File: src/rtl/mem_bus_arbiter.sv
// Two-master arbiter for the PicoRV32 native memory bus; grant is registered and held per transaction.
// Optional watchdog that completes hung transactions with an error response: define MEM_ARB_TIMEOUT_EN.
module mem_bus_arbiter #(
  parameter int PRIO_FIXED     = 0,
  parameter int TIMEOUT_CYCLES = 255
) (
  input  logic        clk,
  input  logic        resetn,
  input  logic        m0_valid,
  output logic        m0_ready,
  input  logic [31:0] m0_addr,
  input  logic [31:0] m0_wdata,
  input  logic [3:0]  m0_wstrb,
  output logic [31:0] m0_rdata,
  input  logic        m1_valid,
  output logic        m1_ready,
  input  logic [31:0] m1_addr,
  input  logic [31:0] m1_wdata,
  input  logic [3:0]  m1_wstrb,
  output logic [31:0] m1_rdata,
  output logic        s_valid,
  input  logic        s_ready,
  output logic [31:0] s_addr,
  output logic [31:0] s_wdata,
  output logic [3:0]  s_wstrb,
  input  logic [31:0] s_rdata,
  input  logic        err_clr,
  output logic        err_flag
);

  localparam logic [31:0] ERR_RDATA = 32'hDEAD_BEEF;

  typedef enum logic {IDLE = 1'b0, BUSY = 1'b1} state_e;

  state_e      state_q, state_d;
  logic        gnt_q, gnt_d;
  logic        last_q, last_d;
  logic        busy, sel_valid, done, tmo;
  logic [31:0] rsp_data;

  assign busy      = (state_q == BUSY);
  assign sel_valid = gnt_q ? m1_valid : m0_valid;

`ifdef MEM_ARB_TIMEOUT_EN
  localparam int CW = $clog2(TIMEOUT_CYCLES + 1);

  logic [CW-1:0] cnt_q, cnt_d;
  logic          err_q, err_d;

  // Watchdog only fires while the master still requests; a slave ready in the limit cycle wins.
  assign tmo = busy && sel_valid && !s_ready && (cnt_q == CW'(TIMEOUT_CYCLES));

  always_comb begin
    cnt_d = '0;
    if (busy && !s_ready) cnt_d = cnt_q + CW'(1);
    err_d = err_q;
    if (tmo)          err_d = 1'b1;
    else if (err_clr) err_d = 1'b0;
  end

  always_ff @(posedge clk or negedge resetn) begin
    if (!resetn) begin
      cnt_q <= '0;
      err_q <= 1'b0;
    end else begin
      cnt_q <= cnt_d;
      err_q <= err_d;
    end
  end

  assign err_flag = err_q;
`else
  localparam int unused_timeout_cycles = TIMEOUT_CYCLES;
  logic          unused_err_clr;

  assign unused_err_clr = err_clr;
  assign tmo            = 1'b0;
  assign err_flag       = 1'b0;
`endif

  always_ff @(posedge clk or negedge resetn) begin
    if (!resetn) begin
      state_q <= IDLE;
      gnt_q   <= 1'b0;
      last_q  <= 1'b1;
    end else begin
      state_q <= state_d;
      gnt_q   <= gnt_d;
      last_q  <= last_d;
    end
  end

  always_comb begin
    state_d  = state_q;
    gnt_d    = gnt_q;
    last_d   = last_q;
    s_valid  = 1'b0;
    s_addr   = '0;
    s_wdata  = '0;
    s_wstrb  = '0;
    m0_ready = 1'b0;
    m1_ready = 1'b0;
    m0_rdata = '0;
    m1_rdata = '0;
    done     = 1'b0;
    rsp_data = '0;
    case (state_q)
      IDLE: begin
        if (m0_valid || m1_valid) begin
          state_d = BUSY;
          if (m0_valid && m1_valid) gnt_d = (PRIO_FIXED != 0) ? 1'b0 : ~last_q;
          else                      gnt_d = m1_valid;
        end
      end
      BUSY: begin
        s_valid  = sel_valid;
        s_addr   = gnt_q ? m1_addr  : m0_addr;
        s_wdata  = gnt_q ? m1_wdata : m0_wdata;
        s_wstrb  = gnt_q ? m1_wstrb : m0_wstrb;
        done     = s_ready || tmo;
        rsp_data = tmo ? ERR_RDATA : s_rdata;
        if (gnt_q) begin
          m1_ready = done;
          m1_rdata = done ? rsp_data : '0;
        end else begin
          m0_ready = done;
          m0_rdata = done ? rsp_data : '0;
        end
        // A master withdrawing its request without completion aborts silently.
        if (done) begin
          last_d  = gnt_q;
          state_d = IDLE;
        end else if (!sel_valid) begin
          state_d = IDLE;
        end
      end
      default: state_d = IDLE;
    endcase
  end

endmodule

File: config.mk
export PLATFORM = sky130hd
export DESIGN_NAME = mem_bus_arbiter
export DESIGN_NICKNAME = d
export VERILOG_FILES = /design/src/rtl/mem_bus_arbiter.sv
export SDC_FILE = /design/constraint.sdc
export NUM_CORES = 1
export LEC_CHECK = 0
export CAP_MARGIN = 10
export CORE_AREA = 2 2 119 121
export DETAILED_ROUTE_END_ITERATION = 10
export DIE_AREA = 0 0 121 123
export SLEW_MARGIN = 0
export SYNTH_ARGS = -nofsm -noshare
export SYNTH_HDL_FRONTEND = slang
export SYNTH_SLANG_ARGS = --single-unit
File: constraint.sdc
create_clock -name clk -period 1 [get_ports clk]
set_input_delay 0.15 -clock clk [delete_from_list [all_inputs] [get_ports clk]]
set_output_delay 0.15 -clock clk [all_outputs]
set_load 0.01 [all_outputs]
# == After elaboration in Yosys (flattened, before gate mapping) ==
# Index checks and enable logic that the tools add are counted.
# totals
reg_bits,3
latchBits,0
ram_bits,0
rom_bits,0
input_bits,174
out_inout_bits,136
word_cells,31
mem_count,0
# op_classes
addsub,0
multipliers,0
div,0
n_lt_le_gt_ge,0
eq_ne,0
n_shift,0
muxes,22
bitwise_logic,2
reduce_logical,4
# ops
operator,n
2-to-1 mux 32 bit,9
2-to-1 mux 1 bit,10
2-to-1 mux 4 bit,2
AND reduction 2 bit,2
NOT 1 bit,2
one-hot mux 1 bit (2 select lines),1
logical AND 1 bit,1
logical OR 1 bit,1

# == Longest topological paths before layout ==
# logic_depth
depth_word,4
ltp_mapped,5
depth_no_buf,2

# == Worst setup path before layout ==
# Ideal clock, no wire load.
# synth_path
path_type,register to output
startpoint,register gnt_q
endpoint,output port m0_rdata[10]
t_arrival_ns,1.032
required_ns,0.850
path_slack_ns,-0.182
path_stages_with_launch,6
n_path_buf,3
path_cell_list,dfrtp_1 -> buf_6 -> nand2b_4 -> buf_6 -> buf_6 -> nor2_1
# synth_between
elab_chain_len,2
# synth_rtl
item,line,text
from (decl),36,"logic gnt_q, gnt_d;"
from (signal assigned),88,gnt_q <= gnt_d;
2-to-1 mux 32 bit,122,if (gnt_q) begin
2-to-1 mux 32 bit,107,case (state_q)
to (decl),14,"output logic [31:0] m0_rdata,"
# No other way between the ends.

# == Worst setup path in the final report ==
# layout_path
startpoint,register gnt_q
endpoint,output port s_wdata[8]
# layout_between
elab_chain_len,2
# layout_rtl
item,line,text
2-to-1 mux 32 bit,118,s_wdata = gnt_q ? m1_wdata : m0_wdata;
2-to-1 mux 32 bit,107,
to (decl),24,"output logic [31:0] s_wdata,"
# No other way between the ends.

==> flow_summary.ini <==
[status]
status = finished, violations left
violations = setup timing

[drt]
ant_nets = 0
avgRoutedWirePerCell_um = 15.25
wl_met1_mm = 4.235
drt-pass1-iter-count = 4
drtIter0Drc = 48
highest_layer = met5
num_vias = 3237
drc_errors = 0
routed_wl_mm = 12.24
wl_met2_mm = 6.784
wl_met3_mm = 1.132
vias_per_cell = 4.031

[global_routing]
grt_max_degree = 37
grt_pass1_wl_mm = 16.42
overflow = 0
grt_pass1_vias = 3216
track_usage = 0.1399
antenna_found_initial = 1

[power]
ir_worst_vdd_mv = 0.6007
powerDensity_nw_per_um2 = 1735
p_leak_uw = 0.002721

[placement]
port_buffers = 307
pre_cts_slack_ps = -830.6
place_hpwl_mm = 9.086
gp_congestion = 0.7210
placed_area_um2 = 5443

[flow_run]
drv_cap = 0

[setup_path]
criticalPathCategory = reg2out
critical_path_required_ps = 850
crit_fanout = 7
end_kind = primary output
worstSetupStartpointType = flop
cp.arrival_ps = 1470

[clock_tree]
cts_max_level = 1
clkTransAtPathRegs_ps = 30
holdBufCountCts = 0
numCtsBuffers = 3
clock_latency_ps = 220
cts_num_sinks = 3
clk_path_buf_depth = 2
cts_root_buf = clkbuf_16
cts_tree = yes

[cells_and_area]
layout-drive-gt1-share = 0.4591
final_cell_area_um2 = 5973
seqCellArea_um2 = 81.33
nNetsFinal = 798
area_delta_synth_final_pct = 256.5
fill_cells = 1357
n_antenna_cell = 0
final_common_cell = clkdlybuf4s50_1
multi_input_area_um2 = 1906
fin_util = 0.4388
mostFrequentLayoutCells = clkdlybuf4s50_1 (171), buf_6 (81), buf_2 (76)

[yosys]
seq_area_frac_synth = 0.04556
syn_nets = 451
ys.warnings.count = 0
yosysTopAreaCell = mux2i_1
syn-mean-instance-area_um2 = 6.048
yosysTopAreaCellShare = 0.4122
postSynthCellCount = 277
ys_top_cells_by_area = mux2i_1 (41%), nor2_1 (30%), buf_6 (8.1%)
ys_ff_latch = 3
synth_cell_types = 16
mappedNetlistArea_um2 = 1675

[timing]
grt_setup_unrepaired = yes
drv_slew = 0
setup_viol = 138
fmax_mhz = 615.5
fin_hold_ws_ps = 117.2
fin_ws_ps = -624.6
min_period_ps = 1625
fin_crit_sh = 1.625
hold_viol_final = 0
skew_ps = 0.7503

[min_path]
holdCritPathClass = in2async

[floorplanning]
start_util = 0.1231
core_area_um2 = 13610
rows = 43
die_area_um2 = 14880
pin_count = 310
die_width_um = 121
die_h_um = 123
==> final timing paths <==
kind,from,end,slack [ps],depth (start not counted)
max reg2reg,gnt_q$_DFFE_PN0P_,last_q$_DFFE_PN1P_,-290,5
max,gnt_q$_DFFE_PN0P_,s_wdata[8],-620,5
min reg2reg,last_q$_DFFE_PN1P_,last_q$_DFFE_PN1P_,510,1
max in group asynchronous,resetn,last_q$_DFFE_PN1P_,660,1
min in group clk,last_q$_DFFE_PN1P_,last_q$_DFFE_PN1P_,510,1
min,resetn,gnt_q$_DFFE_PN0P_,120,1
==> cells in the mapped netlist <==
master,n
a21o_1,1
a32o_1,1
and3_1,1
buf_2,14
buf_4,1
buf_6,12
conb_1,1
dfrtp_1,2
dfstp_2,1
inv_2,1
mux2i_1,69
nand2_1,35
nand2b_1,1
nand2b_4,1
nor2_1,135
o22ai_1,1
==> critical path, stage by stage (launching register included) <==
cell and delay [ps]:
dfrtp_4 510, buf_12 160, buf_12 140, mux2i_1 110
nor2_1 160, buf_2 160
==> cells by family after synthesis <==
kind of cell	Yosys count	share of synthesized area
compound gates	3	0.01419
mux	69	0.4122
buf+inv	28	0.1292
simple gates	173	0.3966
flops	3	0.04556
other cells	1	0.002238
==> layer usage <==
metal  global-route usage  up-vias
met4              0.02035        2
met2               0.2876      190
met1               0.1390     1450
met5                    0        -
met3              0.04197        9
li1                     -     1586
==> area by class of cell <==
type,count,area share
repair buffers,369,0.6158
multi-input cells,246,0.3190
well taps,180,0.03770
flip-flops and latches,3,0.01362
clock buffers,4,0.01320
inverters,1,0.0006284
==> what timing repair did <==
item,in CTS,in global routing
buffers inserted,7,23
endpoints found under the hold margin,0,0
endpoints found under the setup margin,138,138
gates resized for setup,512,162
cloned,6,3
pin swaps,4,14
==> registers in the layout, summed over array words and instances (netlist names) <==
register	count
busy	1
gnt_q	1
last_q	1
==> metrics by stage <==
step | power (uW) | setup TNS [ps] | instances
after floorplan | 4621 | -12070 | 277
after global placement | 8290 | -101000 | 763
after detailed placement | 8340 | -101320 | 763
after CTS | 9423 | -77440 | 780
after global routing | 11020 | -79560 | 803
final | 10370 | -72500 | 803
==> report_power, final <==
group / switching, uW / internal [uW] / total, uW
clock: 114 / 527 / 641
combinational: 4310 / 5120 / 9440
sequential: 82.7 / 204 / 287
No activity file was read; power rests on OpenSTA's default activity.
